--- config.mk ---
export PLATFORM = sky130hd
export DESIGN_NAME = multi_cycle_control
export DESIGN_NICKNAME = d
export VERILOG_FILES = /design/src/rtl/multi_cycle_control.sv
export SDC_FILE = /design/constraint.sdc
export NUM_CORES = 1
export LEC_CHECK = 0
export CORE_MARGIN = 2
export CORE_UTILIZATION = 50
export CTS_CLUSTER_SIZE = 20
export DETAILED_ROUTE_END_ITERATION = 8
export PLACE_DENSITY = 0.8
export SYNTH_ARGS = -nofsm -noshare
export SYNTH_HDL_FRONTEND = slang
export SYNTH_SLANG_ARGS = --single-unit
--- constraint.sdc ---
create_clock -name clk -period 2.5 [get_ports clk]
set_clock_uncertainty 0.05 [all_clocks]
set_input_delay 0.375 -clock clk [delete_from_list [all_inputs] [get_ports clk]]
set_output_delay 0.375 -clock clk [all_outputs]
set_load 0.005 [all_outputs]
--- src/rtl/multi_cycle_control.sv ---
// Multi-cycle datapath sequencer: FETCH/DECODE/EXEC/MEM/WB with memory handshake,
// illegal-encoding and memory-timeout trap, and a retired-instruction counter.
module multi_cycle_control #(
    parameter int unsigned CNT_W       = 16,
    parameter int unsigned MEM_TIMEOUT = 15
) (
    input  logic             clk,
    input  logic             reset,
    input  logic [5:0]       Op,
    input  logic [5:0]       Funct,
    input  logic             Zero,
    input  logic             mem_ready,
    output logic             PCWrite,
    output logic [1:0]       PCSrc,
    output logic             IRWrite,
    output logic             RegDst,
    output logic             RegWrite,
    output logic             ALUSrc,
    output logic [2:0]       ALUOp,
    output logic             MemRead,
    output logic             MemWrite,
    output logic             MemtoReg,
    output logic             instr_done,
    output logic [CNT_W-1:0] retired,
    output logic             error,
    output logic [2:0]       state
);

    localparam int unsigned WAIT_W = 8;

    localparam logic [5:0] OP_RTYPE = 6'b000000;
    localparam logic [5:0] OP_BEQ   = 6'b000100;
    localparam logic [5:0] OP_BNE   = 6'b000101;
    localparam logic [5:0] OP_LW    = 6'b100011;
    localparam logic [5:0] OP_SW    = 6'b101011;
    localparam logic [5:0] OP_ADDI  = 6'b001000;
    localparam logic [5:0] OP_J     = 6'b100010;

    localparam logic [5:0] FN_ADD = 6'b100000;
    localparam logic [5:0] FN_SUB = 6'b100010;
    localparam logic [5:0] FN_AND = 6'b100100;
    localparam logic [5:0] FN_OR  = 6'b100101;

    localparam logic [2:0] ALU_ADD = 3'b000;
    localparam logic [2:0] ALU_SUB = 3'b001;
    localparam logic [2:0] ALU_AND = 3'b010;
    localparam logic [2:0] ALU_OR  = 3'b011;
    localparam logic [2:0] ALU_CMP = 3'b111;

    typedef enum logic [2:0] {
        S_FETCH  = 3'd0,
        S_DECODE = 3'd1,
        S_EXEC   = 3'd2,
        S_MEM    = 3'd3,
        S_WB     = 3'd4,
        S_ERROR  = 3'd7
    } state_t;

    typedef enum logic [2:0] {
        C_RTYPE = 3'd0,
        C_ADDI  = 3'd1,
        C_LW    = 3'd2,
        C_SW    = 3'd3,
        C_BEQ   = 3'd4,
        C_BNE   = 3'd5,
        C_J     = 3'd6,
        C_ILL   = 3'd7
    } cls_t;

    state_t              state_q, state_d;
    cls_t                cls_q, dec_cls;
    logic [2:0]          rop_q, dec_aluop;
    logic [WAIT_W-1:0]   wait_q, wait_d;
    logic [CNT_W-1:0]    retired_q;
    logic                error_q;

    // Instruction class decode from the IR fields, captured in DECODE
    always_comb begin
        dec_cls   = C_ILL;
        dec_aluop = ALU_ADD;
        case (Op)
            OP_RTYPE: begin
                case (Funct)
                    FN_ADD: begin dec_cls = C_RTYPE; dec_aluop = ALU_ADD; end
                    FN_SUB: begin dec_cls = C_RTYPE; dec_aluop = ALU_SUB; end
                    FN_AND: begin dec_cls = C_RTYPE; dec_aluop = ALU_AND; end
                    FN_OR:  begin dec_cls = C_RTYPE; dec_aluop = ALU_OR;  end
                    default: ;
                endcase
            end
            OP_BEQ:  dec_cls = C_BEQ;
            OP_BNE:  dec_cls = C_BNE;
            OP_LW:   dec_cls = C_LW;
            OP_SW:   dec_cls = C_SW;
            OP_ADDI: dec_cls = C_ADDI;
            OP_J:    dec_cls = C_J;
            default: ;
        endcase
    end

    always_ff @(posedge clk) begin
        if (reset) begin
            state_q   <= S_FETCH;
            cls_q     <= C_ILL;
            rop_q     <= ALU_ADD;
            wait_q    <= '0;
            retired_q <= '0;
            error_q   <= 1'b0;
        end else begin
            state_q <= state_d;
            wait_q  <= wait_d;
            error_q <= error_q | (state_d == S_ERROR);
            if (state_q == S_DECODE) begin
                cls_q <= dec_cls;
                rop_q <= dec_aluop;
            end
            if (instr_done) begin
                retired_q <= retired_q + CNT_W'(1);
            end
        end
    end

    // Next state and strobes; everything is held low while reset is high
    always_comb begin
        state_d    = state_q;
        wait_d     = '0;
        PCWrite    = 1'b0;
        PCSrc      = 2'b00;
        IRWrite    = 1'b0;
        RegDst     = 1'b0;
        RegWrite   = 1'b0;
        ALUSrc     = 1'b0;
        ALUOp      = ALU_ADD;
        MemRead    = 1'b0;
        MemWrite   = 1'b0;
        MemtoReg   = 1'b0;
        instr_done = 1'b0;
        if (!reset) begin
            case (state_q)
                S_FETCH: begin
                    IRWrite = 1'b1;
                    PCWrite = 1'b1;
                    state_d = S_DECODE;
                end
                S_DECODE: begin
                    state_d = (dec_cls == C_ILL) ? S_ERROR : S_EXEC;
                end
                S_EXEC: begin
                    case (cls_q)
                        C_RTYPE: begin
                            RegDst  = 1'b1;
                            ALUOp   = rop_q;
                            state_d = S_WB;
                        end
                        C_ADDI: begin
                            ALUSrc  = 1'b1;
                            state_d = S_WB;
                        end
                        C_LW, C_SW: begin
                            ALUSrc  = 1'b1;
                            state_d = S_MEM;
                        end
                        C_BEQ, C_BNE: begin
                            ALUOp      = ALU_CMP;
                            PCSrc      = 2'b01;
                            PCWrite    = (cls_q == C_BEQ) ? Zero : ~Zero;
                            instr_done = 1'b1;
                            state_d    = S_FETCH;
                        end
                        C_J: begin
                            PCSrc      = 2'b10;
                            PCWrite    = 1'b1;
                            instr_done = 1'b1;
                            state_d    = S_FETCH;
                        end
                        default: state_d = S_ERROR;
                    endcase
                end
                S_MEM: begin
                    ALUSrc   = 1'b1;
                    MemRead  = (cls_q == C_LW);
                    MemWrite = (cls_q == C_SW);
                    if (mem_ready) begin
                        if (cls_q == C_LW) begin
                            state_d = S_WB;
                        end else begin
                            instr_done = 1'b1;
                            state_d    = S_FETCH;
                        end
                    end else if (wait_q == WAIT_W'(MEM_TIMEOUT - 1)) begin
                        state_d = S_ERROR;
                    end else begin
                        wait_d = wait_q + WAIT_W'(1);
                    end
                end
                S_WB: begin
                    RegWrite   = 1'b1;
                    instr_done = 1'b1;
                    state_d    = S_FETCH;
                    if (cls_q == C_LW) begin
                        MemtoReg = 1'b1;
                    end else begin
                        RegDst = (cls_q == C_RTYPE);
                        ALUSrc = (cls_q == C_ADDI);
                        ALUOp  = (cls_q == C_RTYPE) ? rop_q : ALU_ADD;
                    end
                end
                S_ERROR: state_d = S_ERROR;
                default: state_d = S_ERROR;
            endcase
        end
    end

    assign retired = retired_q;
    assign error   = error_q;
    assign state   = state_q;

endmodule

==> impl_metrics.json, run 1 <==
{
  "rsz0062_at_grt": "no",
  "p_seq_share_pct": 42.3,
  "async_reset_ff_share_pct": 0,
  "routed-wl-met3_um": 253,
  "wirelength_um": 4920,
  "diodes": 0,
  "clk_latency_ns": 0.28,
  "dieArea_um2": 4680,
  "gp_congestion": 0.822,
  "grt_max_degree": 23,
  "holdBufCountCts": 0,
  "synth_cells": 254,
  "synth_top_cell_area_share_pct": 31.8,
  "critPathCaptureType": "primary output",
  "period_minus_slack_ns": 2.41,
  "drtIter0Drc": 156,
  "status": "finished clean",
  "cts_setup_buffers": 0,
  "utilization_pct": 68.8,
  "setup-tns-final_ns": 0,
  "irDropWorstVdd_v": 0.000337,
  "r2r-start": "state[2]",
  "route.detailed.drc": 0,
  "reg2reg_to": "retired[14]",
  "switching_share_pct": 32.9,
  "antenna_left": 0,
  "hold_violations": 0,
  "slew_viol_final": 0,
  "ff2ff_setup_slack_ns": 0.36,
  "whs_ns": 0.435,
  "power_frac_comb_pct": 30.9,
  "die_w_um": 68.4,
  "grt_pass1_wl_um": 8350,
  "crit_fanout": 9,
  "cts.sinks": 33,
  "h-tree-depth": 2,
  "synth_top_flop_cell": "dfxtp_1",
  "p_leak_nw": 1.02,
  "die_height_um": 68.4,
  "synth_cell_types": 58,
  "io_buffers": 49,
  "grtUsageTotal_pct": 23.1,
  "setup_viol": 0,
  "worst_ep_required_time_ns": 2.08,
  "setup_slack_ns": 0.0850,
  "reg2reg_depth": 6,
  "yosys_warnings": 0,
  "p_per_area_nw_per_um2": 516,
  "wl_met1_um": 2220,
  "post-place-ws_ns": 0.0886,
  "areaGrowthSynthToFinish_pct": 32.5,
  "drt-vias-per-instance": 5.79,
  "critPathLaunchType": "register",
  "pwr-share-clk_pct": 26.8,
  "antenna_found_initial": 0,
  "wl_per_cell_um": 13.7,
  "io_pins": 50,
  "worstMarginPinSlew_ns": 0.356,
  "n_fill_cell": 346,
  "hp-class": "register to register",
  "synth_area_um2": 2080,
  "hpwlAfterDp_um": 3650,
  "power.net_switching_mw": 0.466,
  "root_buffer": "clkbuf_8",
  "wl_met2_um": 2360,
  "row_count": 23,
  "min_to": "wait_q[0]",
  "final_nets": 328,
  "vias": 2085,
  "setup.worst_path.class": "register to primary output",
  "maxCapViolCount": 0,
  "maxSlewHeadroom_pct": 76.0,
  "initial_core_util_pct": 51.9,
  "min_from": "wait_q[0]",
  "grt_pass1_vias": 1891,
  "layout-drive-gt1-share_pct": 13.9,
  "first_pass_iters": 5,
  "clkTransAtPathRegs_ns": 0.06,
  "gr-total-overflow": 0,
  "yosysTopAreaCell": "dfxtp_1",
  "synth_area_leaders": "dfxtp_1 (32%), nor2_1 (6.0%), mux2_1 (4.3%), nand3_1 (2.9%), nor3_1 (2.9%)",
  "synth_area_per_cell_um2": 8.17,
  "p_int_mw": 0.952,
  "cts_tree": "yes",
  "period_share_pct": 96.6,
  "ys_ff_latch": 33,
  "min_path_cells": 1,
  "clock.fmax_ghz": 0.414,
  "arrival_ns": 1.99,
  "synthTopCellsByCount": "dfxtp_1 (33), nor2_1 (33), nand2_1 (15)",
  "synth-seq-area-share_pct": 31.8,
  "clock_path_buffers": 2,
  "synth_nets": 273,
  "topRoutingLayerUsed": "met4",
  "coreArea_um2": 4000,
  "numCtsBuffers": 5,
  "synth_edf_count": 0
}
-- layer usage --
| layer | global-route usage [%] | up-vias |
|---|---|---|
| met1 | 30.0 | 960 |
| met5 | 0 | - |
| met4 | 7.25 | 0 |
| met2 | 38.7 | 68 |
| li1 | - | 1048 |
| met3 | 4.11 | 9 |
-- area by class of cell --
| type | count | area [um2] | area share (%) |
|---|---|---|---|
| clock buffer | 6 | 72.6 | 2.64 |
| clock inverter | 2 | 10.0 | 0.364 |
| inverter | 10 | 37.5 | 1.36 |
| multi-input combinational | 193 | 1290 | 46.8 |
| sequential | 33 | 663 | 24.1 |
| tap | 50 | 62.6 | 2.27 |
| timing repair buffer | 66 | 618 | 22.5 |
-- critical path, cell delays in order, from the launching register on --
cell	delay [ns]
dfxtp_1	0.33
buf_4	0.17
or2_2	0.32
nor3_1	0.23
o21bai_1	0.15
clkdlybuf4s50_1	0.51
-- power groups by stage --
stage | Clock [mW] | Sequential, mW | Combinational, mW
final | 0.380 | 0.600 | 0.438
after CTS | 0.391 | 0.597 | 0.435
after global routing | 0.416 | 0.606 | 0.478
after global placement | 0 | 0.608 | 0.427
after floorplan | 0 | 0.579 | 0.307
after detailed placement | 0 | 0.609 | 0.431
-- cells in the final DEF (no fill, tap or decap), types with 3 or more instances in the layout --
| master | n |
|---|---|
| o41ai_1 | 3 |
| buf_4 | 17 |
| nor2_1 | 33 |
| nor4_2 | 4 |
| nor2b_1 | 9 |
| o21ai_0 | 6 |
| a22oi_1 | 3 |
| nor4_1 | 4 |
| a21oi_1 | 10 |
| clkbuf_8 | 5 |
| clkdlybuf4s50_1 | 49 |
| nand4_1 | 8 |
| xor2_1 | 4 |
| o311ai_1 | 3 |
| ha_1 | 3 |
| nor3_1 | 11 |
| or4_1 | 3 |
| nand2_1 | 15 |
| o211ai_1 | 5 |
| a211oi_2 | 3 |
| inv_1 | 10 |
| nand3_1 | 12 |
| mux2_1 | 8 |
| dfxtp_1 | 31 |
-- worst max path at each step --
| stage | from | to | slack [ns] | cells after the start |
|---|---|---|---|---|
| 2_1_floorplan | state[2] | retired[12] | 0.65 | 8 |
| 3_3_place_gp | reset | PCWrite | 0.14 | 5 |
| 3_5_place_dp | reset | PCWrite | 0.09 | 5 |
| 4_1_cts | state[2] | ALUSrc | 0.005 | 6 |
| 5_1_grt | reset | PCWrite | 0.002 | 5 |
| 6_report | state[1] | PCWrite | 0.09 | 5 |
-- stage by stage --
| stage | std cells | total power [mW] | instance area (um2) |
|---|---|---|---|
| 2_1_floorplan | 254 | 0.886 | 2080 |
| 3_3_place_gp | 352 | 1.04 | 2660 |
| 3_5_place_dp | 352 | 1.04 | 2660 |
| 4_1_cts | 360 | 1.42 | 2740 |
| 5_1_grt | 360 | 1.50 | 2750 |
| 6_report | 360 | 1.42 | 2750 |
-- flip-flops by register name (all words and copies together) (netlist names) --
name and cells:
rop_q 2, wait_q 8, retired 16, error 1
state 3, cls_q 3
-- what timing repair did --
action	CTS	global route
setup endpoints to repair	0	7
endpoints found under the hold margin	0	0
resized for setup	0	4
-- logic make-up (layout without fill, tap and decap cells) --
kind of cell	Yosys count	after routing	synth area share, %
adders and majority gates	3	3	1.81
xor gates and xnor gates	6	6	2.53
buffers and inverters	28	84	6.63
and+or+nand+nor	123	123	33.8
DFF	33	33	31.8
AOI/OAI and AO/OA	51	51	18.1
muxes	10	10	5.30
No activity file was read; power rests on OpenSTA's default activity.
==> inputs of run 2 (changes only) <==
--- a/config.mk
+++ b/config.mk
@@ -7,6 +7,7 @@
 export LEC_CHECK = 0
 export CORE_MARGIN = 2
 export CORE_UTILIZATION = 50
+export CTS_CLUSTER_DIAMETER = 120
 export CTS_CLUSTER_SIZE = 20
 export DETAILED_ROUTE_END_ITERATION = 8
 export PLACE_DENSITY = 0.8
==> results of run 2 <==
The final DEF is identical to that of run 1; final timing and power are the same.
==> inputs of run 3 (changes only) <==
--- a/config.mk
+++ b/config.mk
@@ -5,12 +5,14 @@
 export SDC_FILE = /design/constraint.sdc
 export NUM_CORES = 1
 export LEC_CHECK = 0
+export CAP_MARGIN = 20
 export CORE_MARGIN = 2
 export CORE_UTILIZATION = 50
 export CTS_CLUSTER_DIAMETER = 120
 export CTS_CLUSTER_SIZE = 20
 export DETAILED_ROUTE_END_ITERATION = 8
 export PLACE_DENSITY = 0.8
+export REMOVE_ABC_BUFFERS = 1
 export SYNTH_ARGS = -nofsm -noshare
 export SYNTH_HDL_FRONTEND = slang
 export SYNTH_SLANG_ARGS = --single-unit
==> impl_metrics.json, run 3 (synthesis results as in run 1) <==
{
  "worst_ep_required_time_ns": 2.08,
  "layout-drive-gt1-share_pct": 14.6,
  "drtIter0Drc": 116,
  "min_path_cells": 2,
  "p_int_mw": 0.967,
  "first_pass_iters": 4,
  "clock.fmax_ghz": 0.416,
  "coreArea_um2": 4000,
  "period_minus_slack_ns": 2.40,
  "io_buffers": 49,
  "vias": 2111,
  "setup_viol": 0,
  "irDropWorstVdd_v": 0.000381,
  "die_height_um": 68.4,
  "whs_ns": 0.435,
  "p_leak_nw": 1.05,
  "post-place-ws_ns": -0.00619,
  "antenna_found_initial": 0,
  "clock_path_buffers": 2,
  "cts_tree": "yes",
  "numCtsBuffers": 5,
  "grt_max_degree": 20,
  "final_nets": 333,
  "wl_met1_um": 2330,
  "power_frac_comb_pct": 31.5,
  "switching_share_pct": 33.2,
  "die_w_um": 68.4,
  "largest_register_ffs": 16,
  "worstMarginPinSlew_ns": 0.395,
  "p_per_area_nw_per_um2": 521,
  "final_cell_mix": "clkdlybuf4s50_1 (48), nor2_1 (33), dfxtp_1 (31), buf_4 (21), nand2_1 (15)",
  "gp_congestion": 0.887,
  "setup_slack_ns": 0.0963,
  "clk_latency_ns": 0.28,
  "hp-class": "register to register",
  "row_count": 23,
  "holdBufCountCts": 0,
  "power.net_switching_mw": 0.480,
  "p_seq_share_pct": 41.6,
  "grt_pass1_wl_um": 8070,
  "io_pins": 50,
  "gr-total-overflow": 0,
  "wirelength_um": 4980,
  "critPathLaunchType": "register",
  "grt_pass1_vias": 1797,
  "maxCapViolCount": 0,
  "route.detailed.drc": 0,
  "root_buffer": "clkbuf_8",
  "dieArea_um2": 4680,
  "drt-vias-per-instance": 5.78,
  "setup-tns-final_ns": 0,
  "diodes": 0,
  "initial_core_util_pct": 51.9,
  "antenna_left": 0,
  "status": "finished clean",
  "crit_fanout": 9,
  "wl_per_cell_um": 13.7,
  "hold_violations": 0,
  "hpwlAfterDp_um": 3560,
  "areaGrowthSynthToFinish_pct": 33.9,
  "reg2reg_depth": 6,
  "clkTransAtPathRegs_ns": 0.07,
  "period_share_pct": 96.1,
  "arrival_ns": 1.98,
  "slew_viol_final": 0,
  "maxSlewHeadroom_pct": 73.7,
  "pwr-share-clk_pct": 26.8,
  "final_common_cell": "clkdlybuf4s50_1",
  "critPathCaptureType": "primary output",
  "wl_met2_um": 2270,
  "topRoutingLayerUsed": "met4",
  "routed-wl-met3_um": 309,
  "setup.worst_path.class": "register to primary output",
  "grtUsageTotal_pct": 22.5,
  "h-tree-depth": 2,
  "cts.sinks": 33
}
-- run 3: final timing paths --
kind / from / endpoint / slack, ns
min: wait_q[7] / wait_q[7] / 0.44
max reg2reg: cls_q[0] / retired[12] / 0.42
min reg2reg: wait_q[7] / wait_q[7] / 0.44
max: state[1] / PCSrc[1] / 0.1
-- run 3: critical path: stages (launching register included) --
cell,delay [ns]
dfxtp_2,0.42
nor2b_4,0.23
buf_4,0.13
nand3_1,0.10
nor3b_1,0.25
clkdlybuf4s50_1,0.56
-- run 3: area by class of cell --
cell class | count | area, um2
Sequential cell | 33 | 663
Clock buffer | 6 | 72.6
Timing Repair Buffer | 70 | 647
Fill cell | 327 | 1220
Tap cell | 50 | 62.6
Multi-Input combinational cell | 194 | 1290
Clock inverter | 2 | 10.0
Inverter | 10 | 37.5
-- run 3: what timing repair did --
action                     4_1_cts  5_1_grt
setup buffers                    3        2
gates cloned                     0        1
gates resized for setup          1        2
setup endpoints to repair        5        6
-- run 3: power groups by stage --
| stage | sequential (mW) | combinational, mW | clock, mW |
|---|---|---|---|
| CTS | 0.597 | 0.440 | 0.400 |
| finish | 0.603 | 0.456 | 0.388 |
| detailed placement | 0.608 | 0.425 | 0 |
| floorplan | 0.616 | 0.221 | 0 |
| global placement | 0.609 | 0.421 | 0 |
| global route | 0.606 | 0.499 | 0.419 |
-- run 3: layer usage --
layer  track usage, %  vias up
li1                 -     1056
met1             29.6      972
met2             36.3       76
met3             5.10        7
met4             7.25        0
met5                0        -
-- run 3: stage by stage --
| step | instance area, um2 | instances | utilization, % | power, mW |
|---|---|---|---|---|
| floorplan | 1980 | 236 | - | 0.838 |
| global placement | 2650 | 351 | 66.2 | 1.03 |
| detailed placement | 2650 | 351 | 66.2 | 1.03 |
| CTS | 2750 | 362 | 68.8 | 1.44 |
| global route | 2780 | 365 | 69.5 | 1.53 |
| finish | 2780 | 365 | 69.5 | 1.45 |
